--- config.mk ---
export PLATFORM = sky130hd
export DESIGN_NAME = dmactr_mc
export DESIGN_NICKNAME = d
export VERILOG_FILES = /design/src/rtl/dmactr_mc_pkg.sv /design/src/rtl/dmactr_mc_rr_arb.sv /design/src/rtl/dmactr_mc.sv
export SDC_FILE = /design/constraint.sdc
export NUM_CORES = 1
export LEC_CHECK = 0
export ABC_AREA = 1
export BUFFER_PORTS_ARGS = -buffer_cell sky130_fd_sc_hd__buf_2
export CORE_MARGIN = 3
export CORE_UTILIZATION = 40
export DETAILED_ROUTE_END_ITERATION = 16
export GPL_ROUTABILITY_DRIVEN = 1
export HOLD_SLACK_MARGIN = 0.05
export PLACE_DENSITY = 0.67
export SYNTH_ARGS = -nofsm -noshare
export SYNTH_HDL_FRONTEND = slang
export SYNTH_HIERARCHICAL = 1
export SYNTH_SLANG_ARGS = --single-unit
--- constraint.sdc ---
create_clock -name clk -period 2.86 [get_ports clk]
set_input_delay 0.143 -clock clk [delete_from_list [all_inputs] [get_ports clk]]
set_output_delay 0.143 -clock clk [all_outputs]
set_load 0.01 [all_outputs]
--- src/rtl/dmactr_mc_pkg.sv ---
// dmactr_mc_pkg: shared definitions for the multi-channel DMA controller.
// Holds the FSM state codes, the per-channel address-mode codes, the
// active-low enable/disable and read/write bus levels, and small helpers
// that decode which side of a transfer stays at a fixed (I/O) address.
package dmactr_mc_pkg;

    typedef enum logic [2:0] {
        ST_IDLE  = 3'd0,
        ST_REQ   = 3'd1,
        ST_READ  = 3'd2,
        ST_WRITE = 3'd3,
        ST_DONE  = 3'd4
    } state_e;

    typedef enum logic [1:0] {
        MODE_M2M   = 2'b00,
        MODE_M2IO  = 2'b01,
        MODE_IO2M  = 2'b10,
        MODE_IO2IO = 2'b11
    } mode_e;

    localparam logic ENABLE_N  = 1'b0;
    localparam logic DISABLE_N = 1'b1;
    localparam logic RW_READ   = 1'b1;
    localparam logic RW_WRITE  = 1'b0;

    // Source side is an I/O port that must not increment.
    function automatic logic src_fixed(input logic [1:0] mode);
        return (mode == MODE_IO2M) || (mode == MODE_IO2IO);
    endfunction

    // Destination side is an I/O port that must not increment.
    function automatic logic dst_fixed(input logic [1:0] mode);
        return (mode == MODE_M2IO) || (mode == MODE_IO2IO);
    endfunction

endpackage

--- src/rtl/dmactr_mc_rr_arb.sv ---
// dma_rr_arb: combinational round-robin arbiter.
// Ports:
//   req     in  NCH    active-high request vector
//   ptr     in  IDX_W  channel with highest priority this round
//   gnt_vld out 1      at least one request is pending
//   gnt_idx out IDX_W  first requesting channel at or after ptr (wrapping)
module dma_rr_arb #(
    parameter int NCH   = 4,
    parameter int IDX_W = 2
) (
    input  logic [NCH-1:0]   req,
    input  logic [IDX_W-1:0] ptr,
    output logic             gnt_vld,
    output logic [IDX_W-1:0] gnt_idx
);

    // Scan offsets from farthest to nearest so the nearest request wins.
    always_comb begin
        gnt_vld = 1'b0;
        gnt_idx = '0;
        for (int k = NCH - 1; k >= 0; k--) begin
            int j;
            j = int'(ptr) + k;
            if (j >= NCH) begin
                j = j - NCH;
            end else begin
                j = j;
            end
            if (req[j]) begin
                gnt_vld = 1'b1;
                gnt_idx = IDX_W'(j);
            end else begin
                gnt_vld = gnt_vld;
            end
        end
    end

endmodule

--- src/rtl/dmactr_mc.sv ---
// dmactr_mc: multi-channel DMA controller with round-robin channel selection.
// Optional feature macro: DMA_GRANT_TMO_EN (grant timeout, err_ port, TMO_W).
// Ports:
//   clk, reset        clock and synchronous active-high reset
//   addr, odata, rw_  bus address, write data, 1=read / 0=write
//   idata             read data, returned in the cycle the read address is on the bus
//   breq_, bgrt_      active-low bus request / grant
//   dsaddr, ddaddr    per-channel source / destination addresses (packed)
//   dmode, dlen       per-channel address mode and beat count minus one
//   dreq_, eop_       per-channel request level / end-of-process pulse
//   err_              per-channel grant-timeout pulse (DMA_GRANT_TMO_EN only)
module dmactr_mc
    import dmactr_mc_pkg::*;
#(
    parameter int NCH    = 4,
    parameter int ADDR_W = 16,
    parameter int DATA_W = 16,
    parameter int LEN_W  = 4
`ifdef DMA_GRANT_TMO_EN
    , parameter int TMO_W = 8
`endif
) (
    input  logic                  clk,
    input  logic                  reset,
    output logic [ADDR_W-1:0]     addr,
    output logic [DATA_W-1:0]     odata,
    input  logic [DATA_W-1:0]     idata,
    output logic                  rw_,
    output logic                  breq_,
    input  logic                  bgrt_,
    input  logic [NCH*ADDR_W-1:0] dsaddr,
    input  logic [NCH*ADDR_W-1:0] ddaddr,
    input  logic [NCH*2-1:0]      dmode,
    input  logic [NCH*LEN_W-1:0]  dlen,
    input  logic [NCH-1:0]        dreq_,
    output logic [NCH-1:0]        eop_
`ifdef DMA_GRANT_TMO_EN
    , output logic [NCH-1:0]      err_
`endif
);

    localparam int IDX_W = (NCH > 1) ? $clog2(NCH) : 1;

    state_e              state_q, state_d;
    logic [IDX_W-1:0]    ptr_q, ptr_d;
    logic [IDX_W-1:0]    ch_q, ch_d;
    logic [ADDR_W-1:0]   src_q, src_d, dst_q, dst_d;
    logic [1:0]          mode_q, mode_d;
    logic [LEN_W-1:0]    len_q, len_d, beat_q, beat_d;
    logic [ADDR_W-1:0]   addr_q, addr_d;
    logic [DATA_W-1:0]   odata_q, odata_d;
    logic                rw_q, rw_d, breq_q, breq_d;
    logic [NCH-1:0]      eop_q, eop_d;

    logic [ADDR_W-1:0]   src_arr  [NCH];
    logic [ADDR_W-1:0]   dst_arr  [NCH];
    logic [1:0]          mode_arr [NCH];
    logic [LEN_W-1:0]    len_arr  [NCH];
    logic                gnt_vld;
    logic [IDX_W-1:0]    gnt_idx;
    logic [ADDR_W-1:0]   src_eff, dst_eff;
    logic [IDX_W-1:0]    ptr_next;

`ifdef DMA_GRANT_TMO_EN
    // Last count before the (2^TMO_W-1)-th ungranted REQ cycle.
    localparam logic [TMO_W-1:0] TMO_LAST = {{(TMO_W-1){1'b1}}, 1'b0};
    logic [TMO_W-1:0]    tmo_q, tmo_d;
    logic [NCH-1:0]      err_q, err_d;
`endif

    // Unpack the per-channel configuration buses.
    always_comb begin
        for (int i = 0; i < NCH; i++) begin
            src_arr[i]  = dsaddr[i*ADDR_W +: ADDR_W];
            dst_arr[i]  = ddaddr[i*ADDR_W +: ADDR_W];
            mode_arr[i] = dmode[i*2 +: 2];
            len_arr[i]  = dlen[i*LEN_W +: LEN_W];
        end
    end

    dma_rr_arb #(.NCH(NCH), .IDX_W(IDX_W)) u_arb (
        .req     (~dreq_),
        .ptr     (ptr_q),
        .gnt_vld (gnt_vld),
        .gnt_idx (gnt_idx)
    );

    // Beat-offset addresses; fixed I/O sides ignore the beat count.
    always_comb begin
        if (src_fixed(mode_q)) begin
            src_eff = src_q;
        end else begin
            src_eff = src_q + ADDR_W'(beat_q);
        end
        if (dst_fixed(mode_q)) begin
            dst_eff = dst_q;
        end else begin
            dst_eff = dst_q + ADDR_W'(beat_q);
        end
        if (ch_q == IDX_W'(NCH - 1)) begin
            ptr_next = '0;
        end else begin
            ptr_next = ch_q + IDX_W'(1);
        end
    end

    // Next-state and registered-output computation.
    always_comb begin
        state_d = state_q;
        ptr_d   = ptr_q;
        ch_d    = ch_q;
        src_d   = src_q;
        dst_d   = dst_q;
        mode_d  = mode_q;
        len_d   = len_q;
        beat_d  = beat_q;
        addr_d  = addr_q;
        odata_d = odata_q;
        rw_d    = rw_q;
        breq_d  = breq_q;
        eop_d   = '1;
`ifdef DMA_GRANT_TMO_EN
        tmo_d   = tmo_q;
        err_d   = '1;
`endif
        case (state_q)
            ST_IDLE: begin
                addr_d  = '0;
                odata_d = '0;
                rw_d    = RW_READ;
                breq_d  = DISABLE_N;
                if (gnt_vld) begin
                    // Configuration is frozen here for the whole transfer.
                    ch_d    = gnt_idx;
                    src_d   = src_arr[gnt_idx];
                    dst_d   = dst_arr[gnt_idx];
                    mode_d  = mode_arr[gnt_idx];
                    len_d   = len_arr[gnt_idx];
                    beat_d  = '0;
                    breq_d  = ENABLE_N;
                    state_d = ST_REQ;
`ifdef DMA_GRANT_TMO_EN
                    tmo_d   = '0;
`endif
                end else begin
                    state_d = ST_IDLE;
                end
            end
            ST_REQ: begin
                if (bgrt_ == ENABLE_N) begin
                    addr_d  = src_q;
                    rw_d    = RW_READ;
                    state_d = ST_WRITE;
                end else begin
`ifdef DMA_GRANT_TMO_EN
                    tmo_d = tmo_q + TMO_W'(1);
                    if (tmo_q == TMO_LAST) begin
                        err_d[ch_q] = 1'b0;
                        breq_d      = DISABLE_N;
                        ptr_d       = ptr_next;
                        state_d     = ST_IDLE;
                    end else begin
                        state_d = ST_REQ;
                    end
`else
                    state_d = ST_REQ;
`endif
                end
            end
            ST_WRITE: begin
                // idata belongs to the read address driven last cycle.
                addr_d  = dst_eff;
                rw_d    = RW_WRITE;
                odata_d = idata;
                if (beat_q == len_q) begin
                    state_d = ST_DONE;
                end else begin
                    beat_d  = beat_q + LEN_W'(1);
                    state_d = ST_READ;
                end
            end
            ST_READ: begin
                addr_d  = src_eff;
                rw_d    = RW_READ;
                state_d = ST_WRITE;
            end
            ST_DONE: begin
                eop_d[ch_q] = 1'b0;
                breq_d      = DISABLE_N;
                rw_d        = RW_READ;
                addr_d      = '0;
                odata_d     = '0;
                ptr_d       = ptr_next;
                state_d     = ST_IDLE;
            end
            default: begin
                breq_d  = DISABLE_N;
                rw_d    = RW_READ;
                addr_d  = '0;
                odata_d = '0;
                state_d = ST_IDLE;
            end
        endcase
    end

    // State and output registers with synchronous reset.
    always_ff @(posedge clk) begin
        if (reset) begin
            state_q <= ST_IDLE;
            ptr_q   <= '0;
            ch_q    <= '0;
            src_q   <= '0;
            dst_q   <= '0;
            mode_q  <= 2'b00;
            len_q   <= '0;
            beat_q  <= '0;
            addr_q  <= '0;
            odata_q <= '0;
            rw_q    <= RW_READ;
            breq_q  <= DISABLE_N;
            eop_q   <= '1;
`ifdef DMA_GRANT_TMO_EN
            tmo_q   <= '0;
            err_q   <= '1;
`endif
        end else begin
            state_q <= state_d;
            ptr_q   <= ptr_d;
            ch_q    <= ch_d;
            src_q   <= src_d;
            dst_q   <= dst_d;
            mode_q  <= mode_d;
            len_q   <= len_d;
            beat_q  <= beat_d;
            addr_q  <= addr_d;
            odata_q <= odata_d;
            rw_q    <= rw_d;
            breq_q  <= breq_d;
            eop_q   <= eop_d;
`ifdef DMA_GRANT_TMO_EN
            tmo_q   <= tmo_d;
            err_q   <= err_d;
`endif
        end
    end

    assign addr  = addr_q;
    assign odata = odata_q;
    assign rw_   = rw_q;
    assign breq_ = breq_q;
    assign eop_  = eop_q;
`ifdef DMA_GRANT_TMO_EN
    assign err_  = err_q;
`endif

endmodule
=== Word-level counts from Yosys, hierarchy flattened ===
Cells that the tools add are included.

* Output and inout port bits: 38
* Bits in registers: 87
* Input bits: 175
* Logic and storage cells: 116

* $add $sub $neg: 11
* Equality and inequality tests: 12
* Bitwise operators: 4
* Muxes and demuxes: 55
* Reduce and logical (&&, ||, !) cells: 10
* Order comparisons: 11

{| class="wikitable"
|+ Operator list
! cell !! count
|-
| 32-bit by 4-bit less-than comparator with 1-bit output (second input constant) || 4
|-
| 32-bit two-way mux || 4
|-
| 16-bit two-way mux || 7
|-
| 32-bit by 4-bit >= comparator with 1-bit output (second input constant) || 3
|-
| 32-bit by 4-bit subtractor with 32-bit output (second input constant) || 3
|-
| 16-bit binary-select mux with 2-bit select || 2
|-
| 16-bit one-hot mux with 3 select lines || 1
|-
| 16-bit by 4-bit adder with 16-bit output || 2
|-
| 16-bit one-hot mux with 2 select lines || 1
|-
| 1-bit two-way mux || 16
|-
| 2-bit two-way mux || 8
|-
| 4-bit two-way mux || 4
|-
| 3-bit one-hot mux with 4 select lines || 1
|-
| 1-bit binary-select mux with 2-bit select || 4
|-
| 4-bit binary-select mux with 2-bit select || 1
|-
| 4-bit NOT || 2
|-
| 4-bit one-hot mux with 2 select lines || 1
|-
| 2-bit by 2-bit adder with 3-bit output (second input constant) || 2
|-
| 2-bit == test (second input constant) || 3
|-
| 3-bit by 2-bit == test with 1-bit output (second input constant) || 2
|-
| 2-bit inequality test (second input constant) || 3
|-
| 4-bit by 1-bit adder with 4-bit output (second input constant) || 1
|-
| 2-bit binary-select mux with 2-bit select || 1
|-
| 4-bit == test || 1
|-
| 23 further kinds || 26
|}

=== Logic depth before layout (Yosys ltp) ===
* Depth in word-level cells: 14
* Depth in mapped cells: 17
* Depth with buffers taken out: 15

=== By module ===
The synthesis kept the hierarchy.

{| class="wikitable"
|+ Modules (own cells, without submodules)
! module !! sequential area each (um2) !! instances !! cells an instance !! area each (um2)
|-
| dmactr_mc || 1,741.7 || 1 || 877 || 5,629.1
|-
| dma_rr_arb || 0.0 || 1 || 44 || 225.2
|}

=== Least setup slack after synthesis ===
OpenSTA, ideal clock, no wires.

* Path type: register to register
* Start point: reg ptr_q[0]
* End point: reg src_q[5]
* Required time: 2.747 ns
* Arrival time: 1.766 ns
* Cell stages (with the launch flop): 18
* Library setup time: 0.113 ns
* Clock period less this slack: 1.880 ns
* Buffers on the path: 3
* Setup slack: 0.980 ns
* Cells stage by stage: dfxtp_1 buf_6 inv_4 nand2_4 and2_4 nand2_4 nand2_2 inv_2 nand2_1 nand2_1 nand2_1 inv_1 buf_2 buf_2 o21ai_0 o22ai_1 o21ai_1 inv_1

* Word-level cells in the longest chain between the ends: 14
* Elaborated cells on any way between the ends: 40
* Those cells by class: add/sub: 7; order compare: 4; mux: 27; bitwise: 1; reduce/logical: 1

{| class="wikitable"
|+ RTL lines
! element !! line !! text
|-
| start, declared || dmactr_mc.sv:45 || <nowiki>logic [IDX_W-1:0] ptr_q, ptr_d;</nowiki>
|-
| start signal, assigned || dmactr_mc.sv:228 || <nowiki>ptr_q <= ptr_d;</nowiki>
|-
| 2-bit by 2-bit adder with 3-bit output || dmactr_mc_rr_arb.sv:23 || <nowiki>j = int'(ptr) + k;</nowiki>
|-
| 32-bit by 4-bit subtractor with 32-bit output or 32-bit by 4-bit >= comparator with 1-bit output (tied branches) || dmactr_mc_rr_arb.sv:25, dmactr_mc_rr_arb.sv:24 ||
|-
| 32-bit two-way mux || dmactr_mc_rr_arb.sv:24 || <nowiki>if (j >= NCH) begin</nowiki>
|-
| 1-bit binary-select mux with 2-bit select || dmactr_mc_rr_arb.sv:29 || <nowiki>if (req[j]) begin</nowiki>
|-
| 1-bit two-way mux (implied by the code) (2 in a row) || dmactr_mc_rr_arb.sv:29 ||
|-
| 2-bit two-way mux (3 in a row) || dmactr_mc_rr_arb.sv:29 ||
|-
| 2-bit two-way mux (*) || dmactr_mc_rr_arb.sv:29 ||
|-
| net gnt_idx[0] || dmactr_mc.sv:60 || <nowiki>logic [IDX_W-1:0] gnt_idx;</nowiki>
|-
| 2-bit NOT with 3-bit output (implied by the code) (*) || dmactr_mc.sv:135 || <nowiki>src_d = src_arr[gnt_idx];</nowiki>
|-
| 16-bit binary-select mux with 2-bit select (*) || dmactr_mc.sv:135 ||
|-
| 16-bit two-way mux (implied by the code) (*) (2 in a row) || dmactr_mc.sv:135 ||
|-
| end signal, assigned || dmactr_mc.sv:230 || <nowiki>src_q <= src_d;</nowiki>
|-
| end, declared || dmactr_mc.sv:47 || <nowiki>logic [ADDR_W-1:0] src_q, src_d, dst_q, dst_d;</nowiki>
|}

The timed path passes the listed nets; every way through them passes the cells marked *. The select of a mux whose other input is x is not followed.
A chain may end at the register's enable or synchronous reset.

=== Worst setup path in the final report ===
* Start point: reg ptr_q[0]
* End point: reg dst_q[8]

* Word-level cells in the longest chain between the ends: 14
* Elaborated cells on any way between the ends: 40
* Those cells by class: add/sub: 7; order compare: 4; mux: 27; bitwise: 1; reduce/logical: 1

{| class="wikitable"
|+ RTL lines
! element !! line !! text
|-
| 2-bit by 2-bit adder with 3-bit output || dmactr_mc_rr_arb.sv:23 ||
|-
| 32-bit by 4-bit subtractor with 32-bit output or 32-bit by 4-bit >= comparator with 1-bit output (tied branches) || dmactr_mc_rr_arb.sv:25, dmactr_mc_rr_arb.sv:24 ||
|-
| 32-bit two-way mux || dmactr_mc_rr_arb.sv:24 ||
|-
| 1-bit binary-select mux with 2-bit select || dmactr_mc_rr_arb.sv:29 ||
|-
| 1-bit two-way mux (implied by the code) (2 in a row) || dmactr_mc_rr_arb.sv:29 ||
|-
| 2-bit two-way mux (3 in a row) || dmactr_mc_rr_arb.sv:29 ||
|-
| 2-bit two-way mux (*) || dmactr_mc_rr_arb.sv:29 ||
|-
| net gnt_idx[0] || dmactr_mc.sv:60 ||
|-
| 2-bit NOT with 3-bit output (implied by the code) (*) || dmactr_mc.sv:136 || <nowiki>dst_d = dst_arr[gnt_idx];</nowiki>
|-
| 16-bit binary-select mux with 2-bit select (*) || dmactr_mc.sv:136 ||
|-
| 16-bit two-way mux (implied by the code) (*) (2 in a row) || dmactr_mc.sv:136 ||
|-
| end signal, assigned || dmactr_mc.sv:231 || <nowiki>dst_q <= dst_d;</nowiki>
|-
| end, declared || dmactr_mc.sv:47 ||
|}

Marked as above.

==> results.tsv <==
stage	metric	value	unit
run_status	status	completed	
sta	Worst Tran Pin Value	0.666	ns
route	Vias	6717	
die	die area	16100	um2
worst_setup_path	CP Class	reg -> reg	
route	Routed WL per cell	15.0	um
worst_setup_path	Largest stage delay, worst path	0.57	ns
power_and_ir_drop	switch share	37.0	%
clock_network	Clock Path Buffers	2	
finish	Final nets	1306	
worst_setup_path	crit path launch type	register	
synth	Main synth FF type	dfxtp_1	
worst_setup_path	Critical Path AT	2.65	ns
synth	Post-synth EDFFs	0	
route	antenna viol nets, final	0	
die	Initial Util	41.5	%
die	chip width	127	um
finish	share of cells above drive strength 1	24.7	%
hold_path	worst hold path type	in -> reg	
power_and_ir_drop	pwr dens	515	nW/um2
worst_setup_path	crit end category	register	
clock_network	CTS buffer count	9	
global_route	first-pass GRT wire length	30.9	mm
worst_setup_path	CP required	3.16	ns
placement	placed insts	1269	
sta	Tcrit/Tclk final	82.3	%
sta	final setup vio count	0	
run	total of max-cap violations	0	
power_and_ir_drop	part of the power in the clock network	29.0	%
synth	Post-Synthesis Cells	921	
sta	Period minus WS final	2.35	ns
synth	Async S/R FF share, synth	0	%
die	Cell Rows	43	
synth	synth unique cells	42	
clock_network	H-tree Lvls	3	
route	DR vias/cell	5.16	
global_route	antenna violations before repair	2	
worst_setup_path	Worst path most repeated cell	nand2_1	
clock_network	clk sink count	87	
global_route	vias in the first global route	6345	
route	First-pass DRT Iterations	5	
power_and_ir_drop	Int Pwr	2.41	mW
finish	Util after Layout	52.6	%
sta	Slew HR	55.5	%
synth	post-synthesis sequential area ratio	29.7	%
clock_network	CTS tree	built	
worst_setup_path	Critical-path top delay cell	dfxtp_1	
power_and_ir_drop	sequential share of power	40.3	%
placement	Port Buffers	212	
sta	clk_skew	0.00740	ns
finish	register area	1740	um2
die	num ports	213	
sta	setup TNS	0	ns
die	total core area	14100	um2
synth	Warnings, synthesis	6	
power_and_ir_drop	NetSw	1.41	mW
placement	final HPWL from detailed placement	15.1	mm
clock_network	clk_lat worst skew	0.35	ns
sta	final hold violation count	0	
power_and_ir_drop	Gate power share	30.7	%
finish	FILL cells	1489	
worst_setup_path	delay-heaviest family, CP	buffers and inverters	
sta	maximum clock rate	0.425	GHz
clock_network	Resized cells post-CTS	0	
power_and_ir_drop	Static Leak	3.71	nW
power_and_ir_drop	VDD IR-drop max	315	uV
finish	Layout Cells excl Fill	1302	
finish	multi-input logic area	3440	um2
sta	fin. max-slew vios	0	
route	DRT iter0 DRCs	379	
route	WL final	19.6	mm
global_route	largest net degree at the start of global routing	78	
sta	unrepaired setup endpoints after global routing	no	
synth	syn avg cell area	6.36	um2
worst_setup_path	crit-path max FO	27	
clock_network	Reg clk slew, reported paths	0.06	ns
clock_network	CTS Root Cell	clkbuf_16	
global_route	GRT Overall Usage	23.5	%
worst_setup_path	Buf/Inv on CP	4	
die	die height	127	um
worst_setup_path	chain of cells forming the critical path	nand2_1 -> and2_4 -> nand2_4 -> nand2_2 -> inv_2 -> nand2_1 -> nand2_1 -> nand2_2 -> inv_2 -> buf_4 -> nor2_1 -> o22ai_1 -> o21ai_0 -> inv_1	
synth	Syn Std Cell Area	5850	um2
synth	flop and latch count out of synthesis	87	
finish	Area Growth Syn to Fin	26.7	%
placement	Final Wtd Congestion	0.945	
route	remaining routing DRC violations	0	
synth	Net Count, Synth	1111	
global_route	remaining global-route overflow	0	
==> state kept, by name, indices dropped and copies added (netlist names), 3 cells and up <==
register	cells
addr	16
dst_q	16
odata	16
src_q	16
beat_q	4
eop_	4
len_q	4
state_q	3
==> synth_stat cells, types with 13 or more instances <==
cell type / number / share of area [%]
o22ai_1: 38 / 4.1
nand2_1: 161 / 10
buf_2: 18 / 1.5
ha_1: 13 / 2.8
inv_1: 97 / 6.2
nand3_1: 81 / 6.9
o21ai_1: 17 / 1.5
dfxtp_1: 87 / 30
o21ai_0: 106 / 9.1
nor2_1: 124 / 8.0
clkbuf_1: 22 / 1.4
a32o_1: 16 / 2.7
a21oi_1: 54 / 4.6
==> cell type report <==
class | instances | area share, %
multi-input combinational | 672 | 46.3
tap | 180 | 3.04
antenna | 1 | 0.0337
clock buffer | 10 | 3.22
clock inverter | 6 | 0.590
inverter | 108 | 5.50
sequential | 87 | 23.5
timing repair buffer | 238 | 17.8
==> power by group through the flow <==
stage / Sequential, mW / Clock (mW) / Combinational (mW)
after global routing: 1.56 / 1.19 / 1.33
final: 1.54 / 1.11 / 1.17
after CTS: 1.54 / 1.14 / 1.17
after global placement: 1.56 / 0 / 1.14
after floorplan: 1.51 / 0 / 0.815
after detailed placement: 1.56 / 0 / 1.15
==> final timing paths <==
check             startpoint        to  slack [ns]  depth (start not counted)
setup / recovery    ptr_q[0]  dst_q[8]        0.51                         14
hold / removal         reset   addr[2]        0.10                          2
setup reg to reg    ptr_q[0]  dst_q[8]        0.51                         14
hold reg to reg      addr[2]   addr[2]        0.46                          2
==> metrics by stage <==
step	area (um2)	total power [mW]	worst slack [ns]	hold slack (ns)
2_1_floorplan	5850	2.32	0.980	0.265
3_3_place_gp	6970	2.70	0.536	0.356
3_5_place_dp	6970	2.71	0.495	0.353
4_1_cts	7410	3.84	0.487	0.104
5_1_grt	7420	4.08	0.215	0.112
6_report	7420	3.82	0.505	0.102
==> per-layer routing <==
metal | GRT usage (%) | wire [um] | up-vias
met5 | 0 | 13 | -
met1 | 30.1 | 8740 | 2939
li1 | - | - | 3465
met2 | 38.4 | 8750 | 270
met3 | 5.35 | 1470 | 41
met4 | 9.72 | 606 | 2
==> what timing repair did <==
item,in CTS,in global routing
hold buffers,16,0
hold endpoints to repair,16,0
buffers inserted,0,0
==> cell usage in the layout, fill, tap and decap left out, types with 4 or more instances in the layout <==
| cell type | n |
|---|---|
| o21ai_1 | 17 |
| nor2_1 | 124 |
| a32o_1 | 16 |
| buf_4 | 8 |
| inv_1 | 96 |
| dlygate4sd3_1 | 16 |
| xnor2_1 | 4 |
| dfxtp_1 | 87 |
| nand2_2 | 9 |
| nand4_1 | 12 |
| clkbuf_16 | 9 |
| o22ai_1 | 38 |
| nand2_1 | 160 |
| o21ai_0 | 106 |
| buf_2 | 212 |
| inv_2 | 11 |
| nand3_1 | 81 |
| a21oi_1 | 54 |
| ha_1 | 13 |
| nor3_1 | 6 |
==> cells by family (layout without fill, tap and decap cells) <==
group	Yosys count	after routing	synth area share, %
AO/OA/AOI/OAI	240	240	23.2
flip-flops	87	87	29.7
AND/OR/NAND/NOR	410	410	30.9
adder cells (fa/ha/maj)	15	15	3.46
other	0	1	0
buffers and inverters	162	362	11.6
XOR/XNOR	7	7	1.05
Power figures use the tool's default switching activity.
